File: src/rtl/seg_scan_driver.sv
// seg_scan_driver
//   Time-multiplexed driver for an N_DIGITS common-anode seven-segment
//   display. A 32-bit word, decimal-point mask and error flag are captured
//   into shadow registers on a load strobe. The driver then scans the digits,
//   holding each one for REFRESH_DIV clock cycles.
//
// Ports
//   clk        in   system clock
//   reset      in   synchronous, active-high reset
//   load       in   single-cycle strobe; captures data_in, dp_in, err_in
//   data_in    in   value to display; nibble k drives digit k (digit 0 rightmost)
//   dp_in      in   decimal-point request per digit, active-high
//   err_in     in   when captured high, every digit shows the dash code
//   blank_mask in   live per-digit force-blank, active-high
//   digit      out  code to the seg decoder: 0x00..0x0F hex, 0x10 dash
//   an         out  anode enables, active-low, at most one bit low
//   dp         out  decimal point, active-low
//   tick       out  one-cycle pulse each time the scan index advances
module seg_scan_driver #(
   parameter int N_DIGITS    = 8,
   parameter int REFRESH_DIV = 100000,
   parameter int LZ_BLANK    = 1
) (
   input  logic                  clk,
   input  logic                  reset,
   input  logic                  load,
   input  logic [4*N_DIGITS-1:0] data_in,
   input  logic [N_DIGITS-1:0]   dp_in,
   input  logic                  err_in,
   input  logic [N_DIGITS-1:0]   blank_mask,
   output logic [4:0]            digit,
   output logic [N_DIGITS-1:0]   an,
   output logic                  dp,
   output logic                  tick
);

   localparam int IW = $clog2(N_DIGITS);
   localparam int CW = $clog2(REFRESH_DIV);

   localparam logic [4:0] DASH = 5'h10;

   logic [CW-1:0]         cnt;
   logic                  term;
   logic [IW-1:0]         idx;
   logic [4*N_DIGITS-1:0] sh_data;
   logic [N_DIGITS-1:0]   sh_dp;
   logic                  sh_err;

   logic                  blanked;
   logic                  zero_above;
   logic [3:0]            nib;
   logic [4:0]            digit_nx;
   logic [N_DIGITS-1:0]   an_nx;
   logic                  dp_nx;

   assign term = (cnt == CW'(REFRESH_DIV - 1));

   // Refresh counter, scan index and tick register
   always_ff @(posedge clk) begin
      if (reset) begin
         cnt  <= '0;
         idx  <= '0;
         tick <= 1'b0;
      end else begin
         tick <= term;
         if (term) begin
            cnt <= '0;
            idx <= idx + IW'(1);
         end else begin
            cnt <= cnt + CW'(1);
         end
      end
   end

   // Shadow registers; load never touches the scan timing
   always_ff @(posedge clk) begin
      if (reset) begin
         sh_data <= '0;
         sh_dp   <= '0;
         sh_err  <= 1'b0;
      end else if (load) begin
         sh_data <= data_in;
         sh_dp   <= dp_in;
         sh_err  <= err_in;
      end
   end

   // Next output values for the current index
   always_comb begin
      nib        = sh_data[{idx, 2'b00} +: 4];
      // Nibbles idx..top are all zero: this digit is a leading zero
      zero_above = ((sh_data >> {idx, 2'b00}) == '0);
      blanked    = blank_mask[idx];
      if ((LZ_BLANK != 0) && !sh_err && (idx != '0) && zero_above)
         blanked = 1'b1;

      digit_nx = sh_err ? DASH : {1'b0, nib};
      an_nx    = '1;
      dp_nx    = 1'b1;
      if (!blanked) begin
         an_nx = ~({{(N_DIGITS-1){1'b0}}, 1'b1} << idx);
         dp_nx = ~sh_dp[idx];
      end
   end

   // Output registers
   always_ff @(posedge clk) begin
      if (reset) begin
         digit <= '0;
         an    <= '1;
         dp    <= 1'b1;
      end else begin
         digit <= digit_nx;
         an    <= an_nx;
         dp    <= dp_nx;
      end
   end

endmodule

File: config.mk
export PLATFORM = sky130hd
export DESIGN_NAME = seg_scan_driver
export DESIGN_NICKNAME = d
export VERILOG_FILES = /design/src/rtl/seg_scan_driver.sv
export SDC_FILE = /design/constraint.sdc
export NUM_CORES = 1
export LEC_CHECK = 0
export CORE_UTILIZATION = 50
export DETAILED_ROUTE_END_ITERATION = 7
export DONT_BUFFER_PORTS = 1
export MAX_ROUTING_LAYER = met4
export PLACE_DENSITY_LB_ADDON = 0.08
export SETUP_SLACK_MARGIN = 0.5
export SYNTH_ARGS = -nofsm -noshare
export SYNTH_HDL_FRONTEND = slang
export SYNTH_SLANG_ARGS = --single-unit
File: constraint.sdc
create_clock -name clk -period 1.9 [get_ports clk]
set_input_delay 0.095 -clock clk [delete_from_list [all_inputs] [get_ports clk]]
set_output_delay 0.095 -clock clk [all_outputs]
set_load 0.01 [all_outputs]
After elaboration in Yosys (flattened, before gate mapping)
Index checks and enable logic that the tools add are counted.
{"block": "op_classes", "n_addsub": 2, "magnitude_cmp": 1, "n_eq_ne": 1, "n_shift": 3, "n_mux": 6, "bitwise": 2, "reduce_logical": 8}
{"cell": "zero test 32 bit", "count": 1}
{"cell": "variable part select 32 x 6 -> 4 bit", "count": 1}
{"cell": "right shift 32 x 5 -> 32 bit", "count": 1}
{"cell": "adder 17 x 1 -> 17 bit, second input constant", "count": 1}
{"cell": "== test 17 bit, second input constant", "count": 1}
{"cell": "inverter 8 bit", "count": 1}
{"cell": "<< shifter 1 x 3 -> 8 bit, first input constant", "count": 1}
{"cell": "binary-select mux 1 bit (select 3 bit)", "count": 2}
{"cell": "OR reduction 2 bit", "count": 3}
{"cell": "two-way mux 5 bit", "count": 1}
{"cell": "< comparator 3 x 4 -> 1 bit, second input constant", "count": 1}
{"cell": "adder 3 x 1 -> 3 bit, second input constant", "count": 1}
{"cell": "two-way mux 1 bit", "count": 3}
{"cell": "nonzero test 3 bit", "count": 1}
{"cell": "logical AND 1 bit", "count": 2}
{"cell": "zero test 1 bit", "count": 1}
{"cell": "inverter 1 bit", "count": 1}
{"block": "word_totals", "regBits": 76, "input_bits": 52, "out_inout_bits": 15, "elab_cells": 33}

Longest topological paths before layout
{"block": "depth", "depth_word": 5, "depth_mapped": 9, "depth_no_buf": 6}

Worst setup path after synthesis
OpenSTA, ideal clock, no wires.
{"block": "synth_path", "kind": "register to register", "start": "register idx[0]", "end": "register dp", "setup_ns": 0.133, "arrival_ns": 1.930, "required_time_ns": 1.767, "setup_slack_ns": -0.163, "stages_incl_launch_ff": 7, "path_buffers": 1, "synth_period_minus_slack_ns": 2.063, "path_cell_list": "dfxtp_1 buf_6 mux4_2 a211oi_4 inv_2 a311oi_4 a22oi_2"}
{"block": "synth_via", "elab_chain_len": 5, "elab_cells_between_ends": 12, "classes_between": "shift: 1; mux: 5; bitwise: 1; reduce/logical: 5"}
{"element": "from (decl)", "line_no": "44", "rtl": "logic [IW-1:0] idx;"}
{"element": "from (signal assigned)", "line_no": "68", "rtl": "idx <= idx + IW'(1);"}
{"element": "right shift 32 x 5 -> 32 bit or nonzero test 3 bit (tied branches)", "line_no": "92, 94"}
{"element": "zero test 32 bit or logical AND 1 bit (tied branches)", "line_no": "92, 94"}
{"element": "logical AND 1 bit", "line_no": "94", "rtl": "if ((LZ_BLANK != 0) && !sh_err && (idx != '0) && zero_above)"}
{"element": "two-way mux 1 bit", "line_no": "94"}
{"element": "OR reduction 2 bit (no line)"}
{"element": "to (signal assigned)", "line_no": "115", "rtl": "dp <= dp_nx;"}
{"element": "to (decl)", "line_no": "33", "rtl": "output logic dp,"}
Several ways; a longest one is shown, not always the timed one. The select of a mux whose other input is x is not followed.
A chain may end at the register's enable or synchronous reset.

Final worst setup path
Ends and elaborated chain as after synthesis.

==> out/summary.txt <==
crit end category = register
fin nets = 542
# DRC = 0
Hold Crit Start = reset
Critical Path RT = 2.17 ns
layout cells sized above 1 = 29.1%
status = complete, but fails checks
max layer used = met4
xor/xnor share of the synthesized area = 3.44%
Setup CP Type = reg -> reg
CTS tree = built
Num CTS Buffers = 9
die area = 0.00747 mm^2
instance count of the mapped netlist = 359
main combinational cell family by area after synthesis = multiplexers
average wire per standard cell = 16.8 um
Pre-antenna DRT Iters = 4
# port buffers = 0
dpl hpwl = 5.68 mm
DP Cell Count = 463
CP max FO = 5
ANT nets after route = 0
Slew Viols, Final = 0
Critical R2R Capture = dp$_SDFF_PP1_
synth unique cells = 50
Arr. time, crit path = 2.25 ns
reg2reg start = idx[0]$_SDFFE_PP0P_
first-pass GRT wire length = 15.1 mm
met2 routed WL = 4.84 mm
Worst-Skew Late Latency = 0.35 ns
Power Total = 3.58 mW
routed wl met3 = 490 um
Post-Synth Simple-Gate Area = 18.5%
crit-path cells = mux4_2 > a221o_1 > nor3_2 > and4_4 > a311oi_4 > a22oi_2
Mapped Area = 0.00356 mm^2
Final period util = 104%
Max Cap Viol = 0
Worst path max stage delay = 0.52 ns
failing checks = negative setup slack
gpl congestion = 0.895
LEAKAGE = 2.13 nW
Area growth syn-to-layout = 51.8%
Final setup viols = 6
Post-Layout Cell Count = 584
number of global-route vias before repair = 3116
Synth Area in Compound Gates = 7.27%
final WL = 9.80 mm
area share of fa/ha/maj cells after synthesis = 2.46%
routed vias = 3155
slew margin rel. = 76.1%
gr ovfl total = 0
measured slew at the worst slew-check pin = 0.356 ns
FF-to-FF setup slack = -0.08 ns
post-synthesis sequential area ratio = 42.7%
final core utilization = 79.1%
worst setup margin = -0.0849 ns
DP Worst Slack = -0.145 ns
initial antenna violation count = 0
largest net degree at the start of global routing = 52
Avg Inst Size Synth = 9.92 um^2
Hold Crit Endpoint = idx[0]$_SDFFE_PP0P_
fillers = 460
Antenna diodes = 0
slowest CP cell = mux4_2
synthesis warning total = 0
H-tree levels = 3
final hold vios = 0
HP Class = in -> reg
synthesized flop and latch total = 76
PwrDens = 662 mW/mm^2
Die Width = 86.4 um
Top Family by Delay on Critical Path = compound AO/OA/AOI/OAI gates
EDFF count, synth = 0
Vias/cell = 5.40
achievable frequency = 504 MHz
Rows = 30
mux contribution to synthesized area = 21.7%
clock buffer depth = 2
Starting DRT DRC Count = 148
CTS root buffer = clkbuf_8
worst path buffer plus inverter count = 0
Ports = 67
Post-synth ARST share = 0%
die height = 86.4 um
Peak VDD IR = 0.438 mV
Clock Skews = 0.0122 ns
clock transition at the registers of the reported paths = 0.07 ns
Post-Syn Nets = 418
Most used DFF post-synth = dfxtp_1
Register-to-Register Path Depth = 6
Hold Path Depth = 2
metal1 wirelength = 4.36 mm
Initial Util = 52.1%
CTS Sinks = 76
CP Launch Type = register
Tmin final = 1.98 ns
RSZ-0062 raised after global routing = yes
Total GRT Usage = 27.2%
core area = 0.00683 mm^2
## Yosys cell counts, types with 5 or more instances
cell / n / area share (%)
nor4_1: 5 / 0.88
and2_1: 5 / 0.88
nor3_1: 11 / 1.5
mux4_2: 10 / 6.3
mux2i_1: 51 / 14
nand2_1: 12 / 1.3
a21oi_1: 8 / 1.1
dfxtp_1: 76 / 43
nor2_1: 74 / 7.8
ha_1: 7 / 2.5
xor2_1: 10 / 2.5
clkbuf_1: 11 / 1.2
nand3_1: 11 / 1.5
## where the power goes
group | internal (mW) | leakage, nW | switching, mW
sequential | 1.65 | 0.628 | 0.0628
combinational | 0.336 | 1.39 | 0.200
clock | 0.749 | 0.112 | 0.583
## cell type report
cell class	instances	area, um^2	area share (%)
flip-flops and latches	76	1550	28.6
clock inverters	3	42.5	0.787
multi-input cells	256	2140	39.7
inverters	5	18.8	0.347
well taps	96	120	2.22
clock buffers	13	179	3.31
repair buffers	135	1360	25.1
## cell usage in the layout (no fill, tap or decap), types with 5 or more instances in the layout
master         instances
a21oi_1                6
xor2_1                 8
mux4_2                11
dfxtp_1               65
nor3_1                 9
nor2_1                61
buf_6                  8
dlygate4sd3_1         80
buf_12                 5
mux2i_1               49
buf_4                 38
nand3_1               10
nand2_1               11
clkbuf_8              13
nor4_1                 5
nor2_4                13
dfxtp_2                7
## timing repair
item,4_1_cts,5_1_grt
buffers inserted,14,6
endpoints found under the setup margin,33,36
resized for setup,36,40
hold endpoints to repair,56,0
hold buffers,83,0
pin swaps,9,8
gates cloned,2,0
## worst max-delay path by stage
stage | startpoint | to | cells after the start | slack [ns]
6_report | idx[0]$_SDFFE_PP0P_ | dp$_SDFF_PP1_ | 6 | -0.08
5_1_grt | idx[0]$_SDFFE_PP0P_ | an[7]$_SDFF_PP1_ | 6 | -0.17
4_1_cts | idx[0]$_SDFFE_PP0P_ | dp$_SDFF_PP1_ | 6 | -0.09
3_5_place_dp | idx[0]$_SDFFE_PP0P_ | dp$_SDFF_PP1_ | 6 | -0.14
3_3_place_gp | idx[0]$_SDFFE_PP0P_ | dp$_SDFF_PP1_ | 6 | -0.09
2_1_floorplan | idx[0]$_SDFFE_PP0P_ | dp$_SDFF_PP1_ | 6 | 0.02
## layer usage
| metal | up-vias | global-route usage (%) |
|---|---|---|
| met1 | 1522 | 34.7 |
| met5 | - | - |
| li1 | 1517 | - |
| met2 | 101 | 44.2 |
| met4 | 0 | 9.24 |
| met3 | 15 | 4.00 |
## sequential cells by signal (all words and copies together), names as in the netlist
register  flops
cnt          17
sh_data      32
dp            1
an            8
tick          1
sh_dp         8
digit         5
sh_err        1
idx           3
## per-stage QoR
stage | hold slack, ns | cell area (um^2) | TNS (ns)
5_1_grt | 0.0650 | 5410 | -0.947
3_5_place_dp | 0.168 | 3860 | -0.690
2_1_floorplan | 0.242 | 3640 | 0
3_3_place_gp | 0.167 | 3860 | -0.258
6_report | 0.0585 | 5410 | -0.199
4_1_cts | 0.0522 | 5220 | -0.217
## logic make-up after synthesis
kind of cell    count (synthesis)
simple gates                  141
flops                          76
mux                            63
compound gates                 31
buf+inv                        27
xor+xnor                       14
fa+ha+maj                       7
Note: power is estimated with default switching activity, not from simulation.
